## src/rtl/vga_pkg.sv

```systemverilog
// Shared types and constants for the VGA mux select controller.
package vga_pkg;

   typedef enum logic [1:0] {
      CAM     = 2'd0,
      CHANNEL = 2'd1,
      THRESH  = 2'd2,
      MASK    = 2'd3
   } video_mode_t;

   typedef enum logic [1:0] {
      NONE      = 2'd0,
      CROSSHAIR = 2'd1,
      SPRITE    = 2'd2,
      TEST      = 2'd3
   } overlay_t;

   typedef enum logic {
      IDLE = 1'b0,
      AUTO = 1'b1
   } auto_state_t;

   localparam int AUTO_FRAMES_DEFAULT = 120;

   // Overlay step; the test-colour layer is only reachable with test_en set.
   function automatic overlay_t next_overlay(input overlay_t cur, input logic test_en);
      overlay_t nxt;
      case (cur)
         NONE:      nxt = CROSSHAIR;
         CROSSHAIR: nxt = SPRITE;
         SPRITE:    nxt = test_en ? TEST : NONE;
         TEST:      nxt = NONE;
         default:   nxt = NONE;
      endcase
      return nxt;
   endfunction

endpackage

```

## src/rtl/vga_mode_ctrl_rise_edge.sv

```systemverilog
// Single-bit rising-edge detector; the history register resets to INIT so a
// level held high through reset is not seen as an edge.
module rise_edge #(
   parameter logic INIT = 1'b1
) (
   input  logic clk,
   input  logic rst,
   input  logic d,
   output logic rise
);

   logic prev_r;

   // History of the input level, one cycle behind.
   always_ff @(posedge clk) begin
      if (rst) begin
         prev_r <= INIT;
      end else begin
         prev_r <= d;
      end
   end

   assign rise = d & ~prev_r;

endmodule

```

## src/rtl/vga_mode_ctrl.sv

```systemverilog
// Collects button / auto-cycle requests into a shadow select and commits it to
// the video mux only on frame boundaries.
module vga_mode_ctrl
   import vga_pkg::*;
#(
   parameter int AUTO_FRAMES = AUTO_FRAMES_DEFAULT
) (
   input  logic       clk_in,
   input  logic       rst_in,
   input  logic       btn_video_in,
   input  logic       btn_overlay_in,
   input  logic       test_en_in,
   input  logic       auto_in,
   input  logic       new_frame_in,
   output logic [3:0] sel_out,
   output logic       pending_out
);

   localparam int CNT_W = $clog2(AUTO_FRAMES);
   localparam logic [CNT_W-1:0] CNT_LAST = CNT_W'(AUTO_FRAMES - 1);

   auto_state_t      state_r, state_nxt_s;
   logic [CNT_W-1:0] frame_cnt_r, frame_cnt_nxt_s;
   video_mode_t      shadow_vid_r, shadow_vid_nxt_s;
   overlay_t         shadow_ovl_r, shadow_ovl_nxt_s;
   logic [3:0]       sel_r, sel_nxt_s;
   logic             vid_rise_s, ovl_rise_s, auto_adv_s;

   rise_edge #(.INIT(1'b1)) u_vid_edge (
      .clk (clk_in), .rst (rst_in), .d (btn_video_in),   .rise (vid_rise_s)
   );
   rise_edge #(.INIT(1'b1)) u_ovl_edge (
      .clk (clk_in), .rst (rst_in), .d (btn_overlay_in), .rise (ovl_rise_s)
   );

   // Auto-cycle FSM and frame counter; a manual video press restarts the count.
   always_comb begin
      state_nxt_s     = state_r;
      frame_cnt_nxt_s = frame_cnt_r;
      auto_adv_s      = 1'b0;
      case (state_r)
         IDLE: begin
            frame_cnt_nxt_s = '0;
            if (auto_in) begin
               state_nxt_s = AUTO;
            end else begin
               state_nxt_s = IDLE;
            end
         end
         AUTO: begin
            if (!auto_in) begin
               state_nxt_s     = IDLE;
               frame_cnt_nxt_s = '0;
            end else if (new_frame_in && (frame_cnt_r == CNT_LAST)) begin
               auto_adv_s      = 1'b1;
               frame_cnt_nxt_s = '0;
            end else if (vid_rise_s) begin
               frame_cnt_nxt_s = '0;
            end else if (new_frame_in) begin
               frame_cnt_nxt_s = frame_cnt_r + CNT_W'(1);
            end else begin
               frame_cnt_nxt_s = frame_cnt_r;
            end
         end
         default: begin
            state_nxt_s     = IDLE;
            frame_cnt_nxt_s = '0;
         end
      endcase
   end

   // Shadow request and active select; commit always uses the pre-edge shadow.
   always_comb begin
      shadow_vid_nxt_s = shadow_vid_r;
      shadow_ovl_nxt_s = shadow_ovl_r;
      sel_nxt_s        = sel_r;
      if (vid_rise_s || auto_adv_s) begin
         shadow_vid_nxt_s = video_mode_t'(shadow_vid_r + 2'd1);
      end else begin
         shadow_vid_nxt_s = shadow_vid_r;
      end
      if (ovl_rise_s) begin
         shadow_ovl_nxt_s = next_overlay(shadow_ovl_r, test_en_in);
      end else if (!test_en_in && (shadow_ovl_r == TEST)) begin
         shadow_ovl_nxt_s = NONE;
      end else begin
         shadow_ovl_nxt_s = shadow_ovl_r;
      end
      if (auto_adv_s) begin
         sel_nxt_s = {shadow_ovl_r, shadow_vid_r + 2'd1};
      end else if (new_frame_in) begin
         sel_nxt_s = {shadow_ovl_r, shadow_vid_r};
      end else begin
         sel_nxt_s = sel_r;
      end
   end

   // State registers.
   always_ff @(posedge clk_in) begin
      if (rst_in) begin
         state_r      <= IDLE;
         frame_cnt_r  <= '0;
         shadow_vid_r <= CAM;
         shadow_ovl_r <= NONE;
         sel_r        <= 4'h0;
      end else begin
         state_r      <= state_nxt_s;
         frame_cnt_r  <= frame_cnt_nxt_s;
         shadow_vid_r <= shadow_vid_nxt_s;
         shadow_ovl_r <= shadow_ovl_nxt_s;
         sel_r        <= sel_nxt_s;
      end
   end

   assign sel_out     = sel_r;
   assign pending_out = ({shadow_ovl_r, shadow_vid_r} != sel_r);

endmodule
```

## config.mk

```make
export PLATFORM = sky130hd
export DESIGN_NAME = vga_mode_ctrl
export DESIGN_NICKNAME = d
export VERILOG_FILES = /design/src/rtl/vga_pkg.sv /design/src/rtl/vga_mode_ctrl_rise_edge.sv /design/src/rtl/vga_mode_ctrl.sv
export SDC_FILE = /design/constraint.sdc
export NUM_CORES = 1
export LEC_CHECK = 0
export BUFFER_PORTS_ARGS = -buffer_cell sky130_fd_sc_hd__buf_2
export CORE_AREA = 2 2 45 47
export DETAILED_ROUTE_END_ITERATION = 10
export DIE_AREA = 0 0 47 49
export HOLD_SLACK_MARGIN = 0.03
export PLACE_DENSITY_LB_ADDON = 0.12
export SLEW_MARGIN = 20
export SYNTH_ARGS = -nofsm -noshare
export SYNTH_HDL_FRONTEND = slang
export SYNTH_HIERARCHICAL = 1
export SYNTH_SLANG_ARGS = --single-unit
```

## constraint.sdc

```tcl
create_clock -name clk_in -period 1.8 [get_ports clk_in]
set_input_delay 0.27 -clock clk_in [delete_from_list [all_inputs] [get_ports clk_in]]
set_output_delay 0.27 -clock clk_in [all_outputs]
set_load 0.01 [all_outputs]
```

After elaboration in Yosys (flattened, before gate mapping)

Index checks and enable logic that the tools add are counted.
Widths: inputs -> output; s select.

Bits in read-only memories: 0
Input bits: 7
Memories: 0
Bits in latches: 0
Output and inout bits: 5
Bits in writable memories: 0
Bits in registers: 18
Logic and storage cells: 42

Eq/ne operators: 6
Divide/modulo/power cells: 0
Bitwise gates (word level): 5
$lt $le $gt $ge: 0
Reductions and logical operators: 7
Shift operators: 0
Multiplexer cells: 15
$mul: 0
$add $sub $neg: 2

Operators with widths:

| operator            | number |
|---|---|
| $mux 7              | 4 |
| $pmux 7 s2          | 1 |
| $mux 4              | 2 |
| $pmux 2 s4          | 1 |
| $add 7x1->7 const B | 1 |
| $eq 7x7->1 const B  | 1 |
| $mux 2              | 3 |
| $ne 5x3->1 const B  | 1 |
| $eq 2x2->1 const B  | 2 |
| $mux 1              | 4 |
| $ne 4x4->1          | 1 |
| $reduce_bool 2->1   | 2 |
| $not 1->1           | 3 |
| $add 2x1->2 const B | 1 |
| $and 1x1->1         | 2 |
| $eq 2x1->1 const B  | 1 |
| $logic_and 1x1->1   | 2 |
| $logic_not 2->1     | 1 |
| $logic_not 1->1     | 1 |
| $logic_or 1x1->1    | 1 |

Logic depth before layout (Yosys ltp)

Gate-level depths: netlist of run 1.

Depth after elaboration: 6
Depth in mapped cells: 6
Gate-level depth less buffers: 5

Cells and area by module

Netlist of run 1, hierarchy kept.

Modules (own cells, without submodules):

| module        | area an instance (um^2) | seq. area each (um^2) | cells an instance | times used |
|---|---|---|---|---|
| vga_mode_ctrl | 779.5                   | 320.3                 | 87                | 1 |
| rise_edge     | 32.5                    | 20.0                  | 3                 | 2 |

Worst setup path after synthesis of run 1

Ideal clock, no wire load.

Kind: reg2reg
Start point: register frame_cnt_r[0]
End point: register shadow_vid_r[1]
Setup time: 0.071 ns
Slack: 0.386 ns
Arrival time: 1.343 ns
Cell stages (with the launch flop): 7
Path buffers: 1
Required time: 1.729 ns
Clock period less this slack: 1.414 ns
Path through: dfxtp_1 > ha_1 > and4_1 > buf_6 > a31oi_4 > or3_1 > a21oi_1

Word-level cells in the longest chain between the ends: 6

Ends and longest elaborated chain:

| what                     | line                 | source |
|---|---|---|
| start: declaration       | vga_mode_ctrl.sv:23  | `logic [CNT_W-1:0] frame_cnt_r, frame_cnt_nxt_s;` |
| start signal: assignment | vga_mode_ctrl.sv:108 | `frame_cnt_r <= frame_cnt_nxt_s;` |
| $eq 7x7->1               | vga_mode_ctrl.sv:54  | `end else if (new_frame_in && (frame_cnt_r == CNT_LAST)) begin` |
| $logic_and 1x1->1        | vga_mode_ctrl.sv:54  |  |
| $mux 1                   | vga_mode_ctrl.sv:54  |  |
| $mux 1                   | vga_mode_ctrl.sv:51  | `if (!auto_in) begin` |
| $mux 1                   | vga_mode_ctrl.sv:41  | `case (state_r)` |
| $logic_or 1x1->1         | vga_mode_ctrl.sv:77  | `if (vid_rise_s \|\| auto_adv_s) begin` |
| end signal: assignment   | vga_mode_ctrl.sv:109 | `shadow_vid_r <= shadow_vid_nxt_s;` |
| end: declaration         | vga_mode_ctrl.sv:24  | `video_mode_t shadow_vid_r, shadow_vid_nxt_s;` |

No other way between the ends.
A chain may end at the register's enable or synchronous reset.

Final worst setup path of run 1

Ends and elaborated chain as after synthesis.

==> results of run 1 <==
==> per-stage QoR <==
step	instance area, um2	total power [uW]	worst slack [ps]	std cells
after CTS	943	693	204	132
after global routing	943	729	86.6	132
final	943	677	209	132
after detailed placement	921	495	228	129
after global placement	921	493	295	129
after floorplan	845	470	386	93
==> registers in the layout, summed over array words and instances, names as in the netlist <==
signal             count
shadow_vid_r           2
u_vid_edge/prev_r      1
frame_cnt_r            7
sel_out                4
shadow_ovl_r           2
u_ovl_edge/prev_r      1
state_r                1
==> kinds of logic after synthesis <==
family	synth area share
adder cells (fa/ha/maj)	0.0267
buffers and inverters	0.0370
AND/OR/NAND/NOR	0.253
multiplexers	0.0370
XOR/XNOR	0.114
flip-flops	0.427
AO/OA/AOI/OAI	0.105
==> cell type report <==
type	count	area, um2
Clock buffer	3	22.5
Timing Repair Buffer	12	62.6
Sequential cell	18	360
Tap cell	27	33.8
Multi-Input combinational cell	69	453
Fill cell	193	898
Inverter	3	11.3
==> power by group <==
group	total (uW)	switching, uW	internal, uW
clock network	193	115	77.7
registers	417	8.44	409
logic	67.0	33.9	33.1
total	677	158	520
==> final timing paths <==
check / start / end / slack, ps / depth (start not counted)
setup / recovery: frame_cnt_r[0] / shadow_vid_r[1] / 210 / 5
hold / removal: btn_overlay_in / u_ovl_edge/prev_r / 170 / 2
setup reg to reg: frame_cnt_r[0] / shadow_vid_r[1] / 210 / 5
hold reg to reg: frame_cnt_r[1] / frame_cnt_r[1] / 500 / 2
==> cell usage after synthesis, drive strengths merged (2+ instances only) <==
library cell | number | share of area
dfxtp | 18 | 0.43
buf | 2 | 0.019
nand3 | 8 | 0.047
nand2 | 6 | 0.027
xor2 | 2 | 0.021
a21oi | 5 | 0.030
nor2 | 12 | 0.053
mux2i | 2 | 0.024
or3 | 2 | 0.015
o21ai | 2 | 0.012
xnor2 | 9 | 0.093
inv | 3 | 0.013
nor2b | 3 | 0.022
a211oi | 3 | 0.027
or2 | 2 | 0.015
nand2b | 2 | 0.015
==> metal layers <==
layer	vias to the layer above	share of wire	routed length (um)	global-route usage
li1	346	-	-	-
met3	0	0.034	48	0.0444
met5	-	0	0	0
met1	305	0.41	587	0.159
met4	0	0	0	0.0694
met2	9	0.55	779	0.265
==> worst register-to-register path: cells and delay by family (launching register included) <==
family	cells	cell delay [ps]
and+or+nand+nor	2	700
DFF	1	380
AOI/OAI and AO/OA	2	270
adders and majority gates	1	190
==> impl_summary.md, run 1 <==
Power
In this run the power density over the cells is 718 mW/mm2. The leakage power total is 0.000338 uW. IR analysis of the VDD net gives a maximum drop of 0.384 mV.

Worst setup path
The critical path endpoint category is a flop. Along the worst path, the maximum fanout reaches 7. The number of buffer and inverter instances along the worst setup path is 0. The critical path data required time is 2030 ps. The worst setup path is of the flop to flop kind. In this design, the largest share of critical-path delay is due to simple AND/OR/NAND/NOR gates. Data arrives at the worst endpoint at 1820 ps. The master of the slowest instance on the critical path is sky130_fd_sc_hd__dfxtp_1. The critical path goes through ha_1 -> and4_1 -> a31oi_4 -> or3_1 -> a21oi_1. For this run, the slowest stage of the critical path takes 380 ps.

The kind of start point of the critical path is a flop.

STA
The total count of hold-check failures in the final report is 0. Across the routed clock network, the largest skew measured is 4.91 ps. Setup repair after global routing left no endpoint under its margin. The max-slew violation count is 0. For the final routed database, the setup TNS stands at 0 ps. At the pin with the least slew margin, the transition time is 343 ps. Static timing analysis puts the maximum clock frequency at 0.628 GHz. Setup violations remaining at the end of the flow were counted as 0.

Dividing the final minimum period by the clock period gives 0.884. The minimum hold slack is 172 ps. The clock period minus worst slack is 1590 ps. The worst slew slack as a fraction of its limit is 0.771.

Layout
The most common cell after layout, fill and taps aside is sky130_fd_sc_hd__dfxtp_1. The signed area change from the synthesized netlist to the final layout is 11.7%. After the last flow step, the layout net total stands at 115. The share of cells above drive strength 1 is 0.171. The library cells used most frequently in the layout, excluding fill and tap cells, are 18 x sky130_fd_sc_hd__dfxtp_1, 12 x sky130_fd_sc_hd__nor2_1, 11 x sky130_fd_sc_hd__buf_2. At the end of the flow the core is filled with cells to 0.512. The antenna diode count is 0.

CTS
The H-tree depth is 1. The post-cts sizing count is 0. The clock net sink count is 18. Clock-pin slew was measured on the worst setup and hold paths at 100 ps. The clock passes through at most 2 buffers. After clock tree synthesis, the flow added hold-fix buffers numbering 0. The CTS tree is yes. Counting the buffers created by CTS gives 3. The root buffer cell chosen for the clock tree is sky130_fd_sc_hd__clkbuf_4. The clock reaches the later pin of the worst-skew pair after 290 ps. The buffers inserted during post-CTS setup optimization is 0.

GRT
The initial antenna violation count is 0. The total routing resource utilization after global routing is 0.152. The number of global-route vias before repair is 632.

The first global-routing pass estimated 2.55 mm of wire. The largest net degree at the start of global routing is 16. The total overflow left after global routing is 0.

Die
The cell row count is 16. Measured along the y axis, the die boundary spans 49 um. The total die area is 0.00230 mm2. For this configuration, the core starts out at a cell density of 0.459. The area of the placeable core is 0.00184 mm2. The top-level port count is 12. The die is 47 um wide.

Route
The routed design has 1.42 mm of wire. The initial DRC count is 5. For this run, the detailed router's first-pass iteration total came to 4.

Using the TritonRoute via totals, the vias-per-cell ratio works out to 5.00. The number of nets with antenna violations after detailed routing is 0. The final route contains 660 vias. After detailed routing, the number of remaining DRC violations is 0. After detailed routing, the average wire length per cell comes to 10.7 um.

Synth
Averaged over all synthesized cells, the footprint is 9.08 um2. The most common flop cell mapped by yosys is sky130_fd_sc_hd__dfxtp_1. The synthesis-stage register bit count is 18. The share of the Yosys chip area taken by registers is 0.427. The post-synthesis net count is 101. The synthesized cell area is 845 um2. In the synthesized netlist, the number of instances is 93. The netlist uses 29 different library cells. During synthesis, Yosys emitted a total of 6 warnings. The synthesized design contains 0 enable-type register cells. Counting flops with an async set or reset pin after synthesis yields a share of 0.

Worst hold path
In this run the worst hold path is classified as input port to flop.

Run status
The run finished with clean final reports.

Placement
The routability congestion estimate is 0.788. The count of input and output buffers is 11. After legalization and detailed placement, the total HPWL measured 1.12 mm.

Job
The number of max-capacitance violations reported is 0.
Power figures use the tool's default switching activity.
==> run 2: changes to the inputs <==
--- a/config.mk
+++ b/config.mk
@@ -11,6 +11,7 @@
 export DIE_AREA = 0 0 47 49
 export HOLD_SLACK_MARGIN = 0.03
 export PLACE_DENSITY_LB_ADDON = 0.12
+export RECOVER_POWER = 25
 export SLEW_MARGIN = 20
 export SYNTH_ARGS = -nofsm -noshare
 export SYNTH_HDL_FRONTEND = slang
==> impl_summary.md, run 2 (synthesized netlist as in run 1, its figures left out) <==
Run status
Result of the run: completed (unchanged).

Placement
The estimated wirelength of the detail-placed design is 1.12 mm (unchanged). The number of cells in the design after placement is 129 (unchanged). The routability congestion estimate came to 0.788 (unchanged). The count of input and output buffers is 11 (unchanged).

The placed instance area is 921 um2 (unchanged).

STA
The ratio of final minimum period to clock period is 0.887 (was 0.884). The max-slew violation count came to 0 (unchanged). The setup TNS is 0 ps (unchanged). The total count of hold-check failures in the final report was 0 (unchanged). The number of endpoints failing setup at the final stage was 0 (unchanged).

The maximum clock rate is 0.626 GHz (was 0.628 GHz). RSZ-0062 raised after global routing: no (unchanged). The clock period minus worst slack is 1600 ps (was 1590 ps).

The worst setup skew after layout is 7.36 ps (was 4.91 ps). The worst slew slack as a fraction of its limit is 0.686 (was 0.771). The measured slew at the worst slew-check pin is 471 ps (was 343 ps). The minimum hold slack is 175 ps (was 172 ps).

CTS
The number of buffers on the longest clock path is 2 (unchanged). The clock root buffer master is sky130_fd_sc_hd__clkbuf_4 (unchanged). The register clock-pin slew on the reported worst setup and hold paths came to 100 ps (about the same). The clock insertion delay at the later pin of the skew report was 290 ps (about the same). The post-cts sizing count is 0 (unchanged).

The CTS tree is yes (unchanged). The buffers inserted during post-CTS setup optimization is 0 (unchanged). The clock net sink count is 18 (unchanged). The H-tree depth is 1 (unchanged). The cts-stage hold buffer count is 0 (unchanged). The total clock buffers created by CTS is 3 (unchanged).

Layout
The number of flip-flops under the largest register name is 7 (unchanged). The filler-free cell count of the finished design is 132 (unchanged). Highest-count cells in the layout ignoring fill and taps: 18 x sky130_fd_sc_hd__dfxtp_1, 12 x sky130_fd_sc_hd__nor2_1, 10 x sky130_fd_sc_hd__buf_2 (was 18 x sky130_fd_sc_hd__dfxtp_1, 12 x sky130_fd_sc_hd__nor2_1, 11 x sky130_fd_sc_hd__buf_2). The antenna diode count is 0 (unchanged). The most common cell after layout, fill and taps aside was sky130_fd_sc_hd__dfxtp_1 (unchanged). The most flop-heavy register was frame_cnt_r (unchanged).

The sequential cell area in the final layout is 360 um2 (unchanged). The footprint of the multi-input gates is 453 um2 (unchanged). The design area came to 942 um2 (was 943 um2).

The signed area change from the synthesized netlist to the final layout is 11.6% (was 11.7%). The layout filler cell count is 194 (was 193). The end-of-flow core utilization is 0.512 (about the same). The final net count was 115 (unchanged). The share of cells above drive strength 1 is 0.162 (was 0.171).

Worst setup path
The arrival time of data at the critical path endpoint came to 1820 ps (about the same). The category of the most critical setup path is flop to flop (unchanged). The critical path data required time is 2020 ps (was 2030 ps).

The critical path endpoint category is a flop (unchanged). The largest fanout of any net on the critical path came to 7 (unchanged). The kind of start point of the critical path is a flop (unchanged).

Power
The fraction of power consumed by combinational cells is 0.099 (about the same). The proportion of power drawn by flip-flops and latches is 0.618 (was 0.616). The internal power of the cells is 519 uW (was 520 uW). The reported net switching power is 156 uW (was 158 uW). The leakage power total is 0.000335 uW (was 0.000338 uW).

The cell area power density is 716 mW/mm2 (was 718 mW/mm2). The peak ir drop on the vdd network was 0.384 mV (unchanged). The clock network fraction of design power came to 0.283 (was 0.285).

The switching part of the total power is 0.231 (was 0.233).

Route
The number of detailed-routing iterations run before antenna repair is 4 (unchanged). The number of nets with antenna violations after detailed routing is 0 (unchanged). The total detailed-routing wirelength is 1.42 mm (about the same). The detailed-route via count was 660 (unchanged).

The number of vias per cell after detailed routing is 5.00 (unchanged). The number of remaining DRC errors is 0 (unchanged). The initial DRC count is 7 (was 5).

The per-cell routed wire length is 10.8 um (was 10.7 um).

Die
The initial core utilization is 0.459 (unchanged). The area of the placeable core is 0.00184 mm2 (unchanged). The cell row count is 16 (unchanged). The height of the die is 49 um (unchanged).

The total die area is 0.00230 mm2 (unchanged). The top-level port count came to 12 (unchanged). The horizontal die dimension is 47 um (unchanged).

GRT
The number of global-route vias before repair is 632 (unchanged). The first-pass GRT wire length is 2.55 mm (unchanged). The total routing resource utilization after global routing is 0.152 (unchanged). The initial antenna violation count is 0 (unchanged). The largest net degree at the start of global routing is 16 (unchanged).

The total congestion overflow is 0 (unchanged).

Worst hold path
The class of the worst hold path is input port to flop (unchanged).

Job
The number of max-capacitance violations reported was 0 (unchanged).
## run 2: path summary, 6_finish.rpt
path / startpoint / cells past startpoint / slack [ps] / end
hold / removal: btn_overlay_in / 2 / 170 / u_ovl_edge/prev_r
setup reg to reg: frame_cnt_r[0] / 5 / 200 / shadow_vid_r[1]
setup / recovery: frame_cnt_r[0] / 5 / 200 / shadow_vid_r[1]
hold reg to reg: frame_cnt_r[1] / 2 / 500 / frame_cnt_r[1]
## run 2: routing by layer
metal	vias to the layer above	track usage	routed length (um)	part of all wire
li1	348	-	-	-
met1	306	0.159	592	0.42
met2	6	0.265	790	0.56
met3	0	0.0444	36	0.025
met4	0	0.0694	0	0
met5	-	0	0	0
## run 2: metrics by stage
step | setup slack [ps] | total power, uW
finish | 204 | 675
global route | 82.0 | 729
CTS | 204 | 693
detailed placement | 228 | 495
global placement | 295 | 493
floorplan | 386 | 470
## run 2: critical path, stage by stage (launching register included)
cell and delay (ps):
sky130_fd_sc_hd__dfxtp_1 380, sky130_fd_sc_hd__ha_1 190, sky130_fd_sc_hd__and4_1 380, sky130_fd_sc_hd__a31oi_4 140, sky130_fd_sc_hd__or3_1 320, sky130_fd_sc_hd__a21oi_1 130
## run 2: final cells by class
type                    count  area share
multi-input cells          69       0.481
well taps                  27      0.0359
clock buffers               3      0.0239
inverters                   3      0.0120
repair buffers             12      0.0651
flip-flops and latches     18       0.382
## run 2: power by group through the flow
stage | clock, uW | sequential, uW | combinational [uW]
2_1_floorplan | 0 | 427 | 42.7
3_3_place_gp | 0 | 427 | 66.0
3_5_place_dp | 0 | 427 | 68.4
4_1_cts | 207 | 418 | 68.8
5_1_grt | 233 | 420 | 76.2
6_report | 191 | 417 | 66.7
==> run 3: changes to the inputs <==
--- a/config.mk
+++ b/config.mk
@@ -9,6 +9,7 @@
 export CORE_AREA = 2 2 45 47
 export DETAILED_ROUTE_END_ITERATION = 10
 export DIE_AREA = 0 0 47 49
+export GPL_ROUTABILITY_DRIVEN = 0
 export HOLD_SLACK_MARGIN = 0.03
 export PLACE_DENSITY_LB_ADDON = 0.12
 export RECOVER_POWER = 25
==> constraint.sdc (replaced) <==
create_clock -name clk_in -period 1.5 [get_ports clk_in]
set_input_delay 0.225 -clock clk_in [delete_from_list [all_inputs] [get_ports clk_in]]
set_output_delay 0.225 -clock clk_in [all_outputs]
set_load 0.01 [all_outputs]
==> impl_summary.md, run 3 (synthesized netlist as in run 1, its figures left out) <==
Power
The cell area power density is 822 mW/mm2 (was 716 mW/mm2). The leakage power total was 0.000368 uW (was 0.000335 uW). The peak ir drop on the vdd network is 0.542 mV (was 0.384 mV).

The clock network fraction of design power was 0.282 (was 0.283). The internal power of the cells is 626 uW (was 519 uW). The switching part of the total power is 0.231 (about the same). The fraction of power consumed by combinational cells is 0.103 (was 0.099). The proportion of power drawn by flip-flops and latches is 0.616 (was 0.618). The reported net switching power is 188 uW (was 156 uW). The sum of internal, switching and leakage power is 814 uW (was 675 uW).

Layout
The final net count came to 121 (was 115). The end-of-flow core utilization is 0.538 (was 0.512). The layout filler cell count is 184 (was 194). The number of flip-flops under the largest register name is 7 (unchanged). The filler-free cell count of the finished design was 138 (was 132). The design area is 991 um2 (was 942 um2).

The most flop-heavy register is frame_cnt_r (unchanged). Highest-count cells in the layout ignoring fill and taps: 17 x sky130_fd_sc_hd__dfxtp_1, 12 x sky130_fd_sc_hd__nor2_1, 10 x sky130_fd_sc_hd__buf_2 (was 18 x sky130_fd_sc_hd__dfxtp_1, 12 x sky130_fd_sc_hd__nor2_1, 10 x sky130_fd_sc_hd__buf_2). The antenna diode count is 0 (unchanged). The most common cell after layout, fill and taps aside is sky130_fd_sc_hd__dfxtp_1 (unchanged). The signed area change from the synthesized netlist to the final layout came to 17.3% (was 11.6%). The share of cells above drive strength 1 is 0.225 (was 0.162).

Worst setup path
The reg-to-reg endpoint is shadow_vid_r[1] (unchanged). The largest fanout of any net on the critical path is 5 (was 7). The launch point of the worst reg-to-reg path is frame_cnt_r[0] (unchanged). The category of the most critical setup path is flop to flop (unchanged). The reg2reg setup slack was 80 ps (was 200 ps). The depth of the worst register-to-register path is 5 (unchanged). The kind of start point of the critical path was a flop (unchanged). The critical path endpoint category is a flop (unchanged). The critical path data required time is 1720 ps (was 2020 ps).

The arrival time of data at the critical path endpoint is 1640 ps (was 1820 ps).

STA
The maximum clock rate is 0.703 GHz (was 0.626 GHz). The worst slew slack as a fraction of its limit came to 0.671 (was 0.686). The clock period minus worst slack is 1420 ps (was 1600 ps).

The total count of hold-check failures in the final report came to 0 (unchanged). The worst setup skew after layout is 1.10 ps (was 7.36 ps). The max-slew violation count is 0 (unchanged). The ratio of final minimum period to clock period is 0.948 (was 0.887).

The number of endpoints failing setup at the final stage is 0 (unchanged). The measured slew at the worst slew-check pin is 493 ps (was 471 ps). The setup TNS is 0 ps (unchanged).

Route
The number of detailed-routing iterations run before antenna repair is 2 (was 4). The detailed-route via count is 668 (was 660). The number of nets with antenna violations after detailed routing came to 0 (unchanged).

The per-cell routed wire length is 11.3 um (was 10.8 um). The initial DRC count was 4 (was 7). The number of vias per cell after detailed routing came to 4.84 (was 5.00). The total detailed-routing wirelength came to 1.57 mm (was 1.42 mm). The number of remaining DRC errors is 0 (unchanged).

Job
The number of max-capacitance violations reported is 0 (unchanged).

Placement
The number of cells in the design after placement is 135 (was 129). The estimated wirelength of the detail-placed design was 1.17 mm (was 1.12 mm). The placed instance area is 966 um2 (was 921 um2).

The count of input and output buffers is 11 (unchanged).

CTS
The clock root buffer master is sky130_fd_sc_hd__clkbuf_4 (unchanged). The register clock-pin slew on the reported worst setup and hold paths came to 90 ps (was 100 ps). The number of buffers on the longest clock path is 2 (unchanged).

The total clock buffers created by CTS is 3 (unchanged). The clock net sink count came to 18 (unchanged). The H-tree depth is 1 (unchanged). The CTS tree is yes (unchanged). The clock insertion delay at the later pin of the skew report was 280 ps (was 290 ps).

GRT
The initial antenna violation count is 0 (unchanged). The total routing resource utilization after global routing was 0.159 (was 0.152). The first-pass GRT wire length was 2.65 mm (was 2.55 mm). The total congestion overflow was 0 (unchanged).

The largest net degree at the start of global routing is 13 (was 16). The number of global-route vias before repair is 651 (was 632).

Run status
Result of the run: completed (unchanged).

Die
The horizontal die dimension was 47 um (unchanged). The area of the placeable core is 0.00184 mm2 (unchanged). The height of the die is 49 um (unchanged). The total die area is 0.00230 mm2 (unchanged). The initial core utilization is 0.459 (unchanged). The cell row count came to 16 (unchanged). The top-level port count was 12 (unchanged).

Worst hold path
The origin of the worst min-delay path is btn_video_in (was btn_overlay_in). The class of the worst hold path is input port to flop (unchanged). The number of cells traversed by the worst hold path came to 2 (unchanged). The hold path endpoint is u_vid_edge/prev_r (was u_ovl_edge/prev_r).
==> run 3: power groups by stage <==
stage	Combinational (uW)	Clock, uW	Sequential [uW]
4_1_cts	84.9	242	502
6_report	83.5	229	501
5_1_grt	94.4	268	503
2_1_floorplan	51.3	0	513
3_5_place_dp	84.6	0	513
3_3_place_gp	82.7	0	512
==> run 3: metrics by stage <==
step	hold WS, ps	setup slack [ps]
CTS	117	15.5
global route	139	-16.8
detailed placement	421	42.4
floorplan	322	86.3
global placement	416	87.7
finish	130	77.5
==> run 3: layer usage <==
metal	vias up	wire length [um]	track usage	part of all wire
met5	-	0	0	0
met4	0	14	0.0833	0.0089
met3	2	33	0.0333	0.021
met2	6	828	0.260	0.53
met1	303	688	0.185	0.44
li1	357	-	-	-
==> run 3: critical path, cell delays in order, from the launching register on <==
cell and delay (ps):
sky130_fd_sc_hd__dfxtp_1 350, sky130_fd_sc_hd__ha_1 180, sky130_fd_sc_hd__and4_4 280, sky130_fd_sc_hd__a31oi_4 100, sky130_fd_sc_hd__or3_1 310, sky130_fd_sc_hd__a21oi_1 140
==> run 3: cell type report <==
class | count | area [um2] | share of cell area
Multi-Input combinational cell | 69 | 455 | 0.460
Sequential cell | 18 | 362 | 0.365
Timing Repair Buffer | 18 | 106 | 0.107
Tap cell | 27 | 33.8 | 0.0341
Clock buffer | 3 | 22.5 | 0.0227
Inverter | 3 | 11.3 | 0.0114
==> run 3: timing repair <==
item,CTS,global route
hold buffers,0,0
gates resized for setup,0,3
buffers inserted,0,0
endpoints found under the setup margin,0,3
==> run 3: worst max-delay path by stage <==
stage / startpoint / end / slack [ps] / cells after the start
global placement: frame_cnt_r[1] / shadow_vid_r[1] / 90 / 5
detailed placement: frame_cnt_r[1] / shadow_vid_r[1] / 40 / 5
finish: frame_cnt_r[0] / shadow_vid_r[1] / 80 / 5
floorplan: frame_cnt_r[0] / shadow_vid_r[1] / 90 / 6
CTS: frame_cnt_r[1] / shadow_vid_r[1] / 20 / 5
global route: frame_cnt_r[0] / shadow_vid_r[1] / -20 / 5
